===== config.mk =====
export PLATFORM = sky130hd
export DESIGN_NAME = ias_exec_responder_flat
export DESIGN_NICKNAME = d
export VERILOG_FILES = /design/src/rtl/ias_exec_responder_if.sv /design/src/rtl/ias_exec_responder.sv /design/src/flat_wrapper.sv
export SDC_FILE = /design/constraint.sdc
export NUM_CORES = 2
export LEC_CHECK = 0
export CAP_MARGIN = 20
export CORE_UTILIZATION = 45
export CTS_CLUSTER_SIZE = 12
export DETAILED_ROUTE_END_ITERATION = 6
export DONT_BUFFER_PORTS = 1
export MAX_ROUTING_LAYER = met4
export RECOVER_POWER = 25
export SYNTH_ARGS = -nofsm -noshare
export SYNTH_HDL_FRONTEND = slang
export SYNTH_SLANG_ARGS = --single-unit

===== constraint.sdc =====
create_clock -name clk -period 13.89 [get_ports clk]
set_input_delay 0.6945 -clock clk [delete_from_list [all_inputs] [get_ports clk]]
set_output_delay 0.6945 -clock clk [all_outputs]
set_load 0.005 [all_outputs]

===== src/rtl/ias_exec_responder_if.sv =====
// rtl/ias_exec_responder_if.sv - command/response bundle between a sequencer and ias_exec_responder
interface ias_exec_responder_if #(
  parameter int DATA_W = 8,
  parameter int ADDR_W = 8
);
  logic              cmd_valid;
  logic              cmd_ready;
  logic [7:0]        opcode;
  logic [ADDR_W-1:0] address;
  logic [DATA_W-1:0] data_in;
  logic              rsp_valid;
  logic              rsp_ready;
  logic              rsp_error;
  logic [DATA_W-1:0] data_out;
  logic              carry;

  modport master (
    output cmd_valid, opcode, address, data_in, rsp_ready,
    input  cmd_ready, rsp_valid, rsp_error, data_out, carry
  );

  modport slave (
    input  cmd_valid, opcode, address, data_in, rsp_ready,
    output cmd_ready, rsp_valid, rsp_error, data_out, carry
  );
endinterface


===== src/rtl/ias_exec_responder.sv =====
// rtl/ias_exec_responder.sv - IAS instruction responder: accumulator, word memory, cmd/rsp handshake
// Define IAS_EXEC_SATURATE_EN to clamp ADD/SUB results instead of wrapping.
module ias_exec_responder #(
  parameter int DATA_W = 8,
  parameter int ADDR_W = 8
) (
  input logic                 clk,
  input logic                 reset,
  ias_exec_responder_if.slave bus
);

  localparam logic [2:0] S_IDLE       = 3'd0;
  localparam logic [2:0] S_DECODE     = 3'd1;
  localparam logic [2:0] S_EXECUTE    = 3'd2;
  localparam logic [2:0] S_WRITE_BACK = 3'd3;
  localparam logic [2:0] S_RESPOND    = 3'd4;

  localparam logic [7:0] OP_LOAD     = 8'd1;
  localparam logic [7:0] OP_STORE    = 8'd2;
  localparam logic [7:0] OP_ADD      = 8'd3;
  localparam logic [7:0] OP_SUB      = 8'd4;
  localparam logic [7:0] OP_CLEAR_AC = 8'd5;
  localparam logic [7:0] OP_STORE_AC = 8'd6;

  logic [2:0]        state;
  logic [7:0]        ir;
  logic [ADDR_W-1:0] mar;
  logic [DATA_W-1:0] mbr;
  logic [DATA_W-1:0] mdr;
  logic [DATA_W-1:0] ac;
  logic              carry_q;
  logic              rsp_error_q;
  logic [DATA_W-1:0] mem [2**ADDR_W];

  logic              legal_op;
  logic [DATA_W:0]   add_sum;
  logic [DATA_W:0]   sub_diff;

  assign legal_op = (ir >= OP_LOAD) && (ir <= OP_STORE_AC);
  assign add_sum  = {1'b0, ac} + {1'b0, mdr};
  // Top bit of the widened difference is the borrow (mdr > ac).
  assign sub_diff = {1'b0, ac} - {1'b0, mdr};

  always_ff @(posedge clk or posedge reset) begin
    if (reset) begin
      state       <= S_IDLE;
      ir          <= '0;
      mar         <= '0;
      mbr         <= '0;
      ac          <= '0;
      carry_q     <= 1'b0;
      rsp_error_q <= 1'b0;
    end else begin
      case (state)
        S_IDLE: begin
          if (bus.cmd_valid) begin
            ir          <= bus.opcode;
            mar         <= bus.address;
            mbr         <= bus.data_in;
            rsp_error_q <= 1'b0;
            state       <= S_DECODE;
          end
        end
        S_DECODE: begin
          if (legal_op) begin
            state <= S_EXECUTE;
          end else begin
            rsp_error_q <= 1'b1;
            state       <= S_RESPOND;
          end
        end
        S_EXECUTE: state <= S_WRITE_BACK;
        S_WRITE_BACK: begin
          case (ir)
            OP_LOAD: ac <= mdr;
            OP_ADD: begin
              carry_q <= add_sum[DATA_W];
`ifdef IAS_EXEC_SATURATE_EN
              ac <= add_sum[DATA_W] ? {DATA_W{1'b1}} : add_sum[DATA_W-1:0];
`else
              ac <= add_sum[DATA_W-1:0];
`endif
            end
            OP_SUB: begin
              carry_q <= sub_diff[DATA_W];
`ifdef IAS_EXEC_SATURATE_EN
              ac <= sub_diff[DATA_W] ? '0 : sub_diff[DATA_W-1:0];
`else
              ac <= sub_diff[DATA_W-1:0];
`endif
            end
            OP_CLEAR_AC: begin
              ac      <= '0;
              carry_q <= 1'b0;
            end
            default: ;
          endcase
          state <= S_RESPOND;
        end
        S_RESPOND: begin
          if (bus.rsp_ready) state <= S_IDLE;
        end
        default: state <= S_IDLE;
      endcase
    end
  end

  // Memory is deliberately not reset; an async reset moves state off
  // WRITE_BACK so a dropped command never reaches the write below.
  always_ff @(posedge clk) begin
    if (state == S_EXECUTE) mdr <= mem[mar];
    if (state == S_WRITE_BACK) begin
      if (ir == OP_STORE)    mem[mar] <= mbr;
      if (ir == OP_STORE_AC) mem[mar] <= ac;
    end
  end

  assign bus.cmd_ready = (state == S_IDLE);
  assign bus.rsp_valid = (state == S_RESPOND);
  assign bus.rsp_error = rsp_error_q;
  assign bus.data_out  = ac;
  assign bus.carry     = carry_q;

endmodule


===== src/flat_wrapper.sv =====
// flat-port wrapper written by rule: the top's interface ports become plain ports
module ias_exec_responder_flat 
#(
  parameter int DATA_W = 8,
  parameter int ADDR_W = 8
)
  (clk, reset, bus_cmd_valid, bus_opcode, bus_address, bus_data_in, bus_rsp_ready, bus_cmd_ready, bus_rsp_valid, bus_rsp_error, bus_data_out, bus_carry);
  ias_exec_responder_if #(.DATA_W(DATA_W), .ADDR_W(ADDR_W)) bus_i ();
  input logic clk;
  input logic reset;
  input wire logic [$bits(bus_i.cmd_valid)-1:0] bus_cmd_valid;
  input wire logic [$bits(bus_i.opcode)-1:0] bus_opcode;
  input wire logic [$bits(bus_i.address)-1:0] bus_address;
  input wire logic [$bits(bus_i.data_in)-1:0] bus_data_in;
  input wire logic [$bits(bus_i.rsp_ready)-1:0] bus_rsp_ready;
  output wire logic [$bits(bus_i.cmd_ready)-1:0] bus_cmd_ready;
  output wire logic [$bits(bus_i.rsp_valid)-1:0] bus_rsp_valid;
  output wire logic [$bits(bus_i.rsp_error)-1:0] bus_rsp_error;
  output wire logic [$bits(bus_i.data_out)-1:0] bus_data_out;
  output wire logic [$bits(bus_i.carry)-1:0] bus_carry;
  assign bus_i.cmd_valid = bus_cmd_valid;
  assign bus_i.opcode = bus_opcode;
  assign bus_i.address = bus_address;
  assign bus_i.data_in = bus_data_in;
  assign bus_i.rsp_ready = bus_rsp_ready;
  assign bus_cmd_ready = bus_i.cmd_ready;
  assign bus_rsp_valid = bus_i.rsp_valid;
  assign bus_rsp_error = bus_i.rsp_error;
  assign bus_data_out = bus_i.data_out;
  assign bus_carry = bus_i.carry;
  ias_exec_responder #(.DATA_W(DATA_W), .ADDR_W(ADDR_W)) u_core (.clk(clk), .reset(reset), .bus(bus_i));
endmodule

==> Word level (Yosys, flattened, before mapping) <==
Memory sizes are Yosys's and may differ from the RTL's. A register that Yosys moved wholly into a read port is not among the register bits.
Cells that the tools add are included.
{ "classes": {"addsub": 2, "order_cmp": 2, "eq_ne": 13, "n_mux": 16, "n_bitwise": 1, "n_reduce_logical": 10} }
{ "op_table": {"columns": ["op", "count"], "rows": [
  ["$pmux W8 S4", 1],
  ["$eq A8 B3 Y1 const B", 3],
  ["$eq A8 B2 Y1 const B", 2],
  ["$pmux W3 S5", 1],
  ["$add A8 B8 Y9", 1],
  ["$mux W3", 3],
  ["$sub A8 B8 Y9", 1],
  ["$eq A8 B1 Y1 const B", 1],
  ["$ge A8 B1 Y1 const B", 1],
  ["$le A8 B3 Y1 const B", 1],
  ["$mux W1", 8],
  ["$mux W8", 1],
  ["$reduce_and A2 Y1", 4],
  ["$eq A3 B2 Y1 const B", 2],
  ["$ne A2 B2 Y1 const B", 3],
  ["$reduce_bool A4 Y1", 1],
  ["$eq A3 B1 Y1 const B", 1],
  ["$eq A3 B3 Y1 const B", 1],
  ["$logic_not A3 Y1", 1],
  ["$pmux W1 S3", 1],
  ["$reduce_and A3 Y1", 1],
  ["$reduce_bool A3 Y1", 1],
  ["$pmux W1 S2", 1],
  ["$reduce_bool A2 Y1", 1],
  ["2 further kinds", 2]
]} }
{ "word_totals": {"ff_bits": 37, "mem_bits_rw": 2048, "inputBits": 28, "output_inout_bits": 12, "elab_cells": 52, "mem_count": 1} }
{ "mem_list": {"columns": ["memory", "depth", "width", "rd", "rd_clocked_by_memory_dff", "write_ports", "line_no", "text"], "rows": [
  ["u_core.mem", 256, 8, 1, 1, 1, "ias_exec_responder.sv:33", "logic [DATA_W-1:0] mem [2**ADDR_W];"]
]} }

==> Depth between registers and ports, before layout <==
{ "depth": {"depth_word": 5, "depth_mapped": 11, "depth_no_buf": 11} }

==> Worst setup path after synthesis <==
No wires, ideal clock.
{ "synth_timing": {"path_type": "reg2reg", "from": "register u_core.ir[3]", "to": "memory u_core.mem[0][0], data pin", "setup_time_ps": 2193, "arrival_time_ps": 11366, "t_required_ps": 11697, "path_slack_ps": 331, "stages_incl_launch_ff": 6, "synth_period_minus_slack_ps": 13559, "path_cell_list": "dfrtp_1 nor4_1 nor3b_1 and3b_1 nand2_1 o21ai_0"} }
{ "synth_between": {"elab_chain_cells": 5} }
{ "synth_lines": {"columns": ["item", "line_no", "text"], "rows": [
  ["start: declaration", "ias_exec_responder.sv:26", "logic [7:0] ir;"],
  ["start signal: assignment", "ias_exec_responder.sv:57", "ir <= bus.opcode;"],
  ["$eq A8 B3 Y1", "ias_exec_responder.sv:114", "if (ir == OP_STORE_AC) mem[mar] <= ac;"],
  ["$mux W1", "ias_exec_responder.sv:114", null],
  ["$mux W1", "ias_exec_responder.sv:112", "if (state == S_WRITE_BACK) begin"],
  ["$mux W1 (not written as such)", "ias_exec_responder.sv:114", null],
  ["$mux W8 (no source line)", null, null],
  ["end: declaration", "ias_exec_responder.sv:33", null]
]} }
No other way between the ends.

==> Worst setup path after layout <==
{ "layout_timing": {"from": "register u_core.ir[3]", "to": "memory u_core.mem[43][1], data pin"} }
Same word-level chain as after synthesis.

==> results by group <==
Global route
  – Tot GR Track Use: 0.220
  – Global-route wire length before repair: 278000 um
  – Largest net degree at the start of global routing: 174
  – Vias in the first global route: 38453
  – Initial antenna violation count: 5
  – Grt total ovfl: 0

Yosys
  – Avg Inst Size Synth: 21.7 um^2
  – Mux contribution to synthesized area: 0.147
  – EDFF count, synth: 2056
  – Register area share after synthesis: 0.774
  – Cell Area, Synth: 80900 um^2
  – Synth warnings: 0
  – Post-Synth Adder-Cell Area: 0.00312
  – Top_reg_cell synth: edfxtp_1
  – Synthesized flop and latch total: 2093
  – Asr flop ratio synth: 0.0177
  – Synth unique cells: 55
  – Synthesized instance count: 3724
  – Main combinational cell family by area after synthesis: multiplexers
  – Post-Synth Simple-Gate Area: 0.0197
  – Mapped Nets: 3771
  – Post-Synth XOR/XNOR Area: 0.000216
  – Synth Area in Compound Gates: 0.0401

Placed design
  – I/O Buffers: 0
  – Gp weighted congestion: 0.817
  – Setup WS pre-CTS: 8.45 ns
  – DP HPWL: 107000 um
  – Dpl cells: 5902
  – Post-placement cell area: 83400 um^2

STA
  – WHS: 0.510 ns
  – Final Slew Violations: 1017
  – Final setup TNS: 0 ns
  – Worst-Margin Slew: 5.49 ns
  – Crit path time final: 9.09 ns
  – Endpoints failing setup: 0
  – Headroom to the max-slew limit: -2.66
  – Fmax: 0.110 GHz
  – Worst Skew: 0.0271 ns
  – Hold Fails Final Rpt: 0
  – Unrepaired setup endpoints after global routing: false
  – Final WS setup: 4.80 ns
  – Final Cycle Share: 0.654

Finish
  – Layout cells sized above 1: 0.219
  – Nets@finish: 3833
  – Non-filler cells, final: 6283
  – Design Area, Final: 89700 um^2
  – Post-layout util: 0.502
  – Commonest non-fill, non-tap cell in the layout: edfxtp_1
  – Commonest cells after routing, fill and taps aside: edfxtp_1, mux4_2, nor2_1
  – Synth-to-layout area growth: 10.9%

Floorplan
  – Core area: 179000 um^2
  – Die area: 182000 um^2
  – Cell row count: 155
  – Die Height: 426 um
  – Chip width: 426 um
  – Initial Utilization: 0.453
  – I/O pin count: 40

Clocking
  – TritonCTS clock tree: built
  – Total CTS buffers: 207
  – Clock root cell: clkbuf_16
  – Resized Gates After CTS: 0
  – Clock H-tree levels: 4
  – CTS clock-pin slew for the worst setup and hold paths: 0.06 ns
  – Clk sink count: 2093
  – Clock Latency Late Sink: 0.85 ns
  – Longest Clk Path Bufs: 3

Routing
  – Detailed Route Iter0 Violations: 4170
  – First-pass DRT Iterations: 6
  – Vias/cell: 6.10
  – DRC violations left: 0
  – Avg WL per Cell: 30.6 um
  – Final WL: 193000 um
  – Via count: 38348
  – Post-route ant nets: 0

Critical path
  – R2r setup slk: 4.80 ns
  – Crit path max-delay family: buffers and inverters
  – CP Class: reg -> reg
  – CP endpoint kind: flip-flop
  – CP max stage delay: 3.56 ns
  – Crit start category: flip-flop
  – CP Buf/Inv Count: 2
  – Critical path required time: 14.39 ns
  – Crit path DAT: 9.59 ns
  – Cell Chain, Critical Path: nor4_1, nor3b_1, and3b_1, nand2_1, mux2_1, clkbuf_1, buf_4
  – Crit-path max FO: 101
  – Slowest-stage cell, CP: clkbuf_1

Run
  – Max-cap violations: 13

Status
  – Status: finished, violations left
  – Failing checks: max-capacitance violations, max-slew violations

Power and ir drop
  – PD cells: 209 nW/um^2
  – Worst VDD drop: 175 uV
  – Pleak: 27.2 nW
  – Power, Total: 18.7 mW

Hold path
  – Hold Crit Class: reg -> reg
-- cells in the mapped netlist (all sizes together) (3+ instances only) --
cell type	instances	area (um^2)
nand3	9	45.0
mux4	512	11500
buf	104	708
a21oi	60	300
clkbuf	132	495
a21o	3	22.5
nor3b	4	35.0
o21a	3	22.5
dfrtp	37	926
a221oi	84	786
o22ai	25	156
o211ai	9	67.6
inv	18	67.6
o21ai	18	90.1
a22o	80	701
edfxtp	2056	61700
mux2	31	349
ha	17	213
nand2b	7	43.8
nor2	287	1080
o221ai	18	158
nor2b	11	68.8
a22oi	105	788
nand2	43	161
nor3	15	75.1
-- flip-flops by register name, summed over array words and instances (netlist names) --
signal,cells
u_core.mem,2048
u_core.ir,8
u_core.mdr,8
u_core.bus.rsp_error,1
u_core.mbr,8
u_core.bus.carry,1
u_core.mar,8
u_core.state,3
u_core.bus.data_out,8
-- power breakdown --
group | switching, mW | internal, mW
combinational | 3.46 | 1.94
sequential | 0.109 | 8.03
clock | 2.29 | 2.92
total | 5.86 | 12.9
-- routing by layer --
| metal | global-route usage | routed length [um] | vias to the layer above |
|---|---|---|---|
| met3 | 0.0351 | 13500 | 285 |
| met5 | - | 0 | - |
| li1 | - | - | 15899 |
| met2 | 0.337 | 93100 | 1482 |
| met4 | 0.0571 | 4320 | 0 |
| met1 | 0.310 | 81600 | 20682 |
-- layout make-up --
cell class,count,area (um^2)
clock buffer,292,5660
antenna,2,5.00
tap,2355,2950
clock inverter,57,502
sequential,2093,62700
multi-input combinational,1377,17100
inverter,18,67.6
fill,14047,88900
timing repair buffer,89,845
-- kinds of logic after synthesis --
| family | Yosys count |
|---|---|
| AO/OA/AOI/OAI | 423 |
| XOR/XNOR | 2 |
| adder cells (fa/ha/maj) | 19 |
| buffers and inverters | 254 |
| flip-flops | 2093 |
| multiplexers | 544 |
| AND/OR/NAND/NOR | 389 |
-- timing repair --
action | 4_1_cts | 5_1_grt
hold buffers | 27 | 0
setup buffers | 0 | 0
endpoints found under the hold margin | 42 | 0
-- path summary, 6_finish.rpt --
check,startpoint,to,depth (start not counted)
hold reg to reg,u_core.mbr[7],u_core.mbr[7],1
min in group asynchronous,reset,u_core.ir[2],2
max in group asynchronous,reset,u_core.mar[7],3
hold / removal,u_core.mbr[7],u_core.mbr[7],1
setup / recovery,u_core.ir[3],u_core.mem[43][1],7
setup reg to reg,u_core.ir[3],u_core.mem[43][1],7
(Power assumes the default switching activity.)
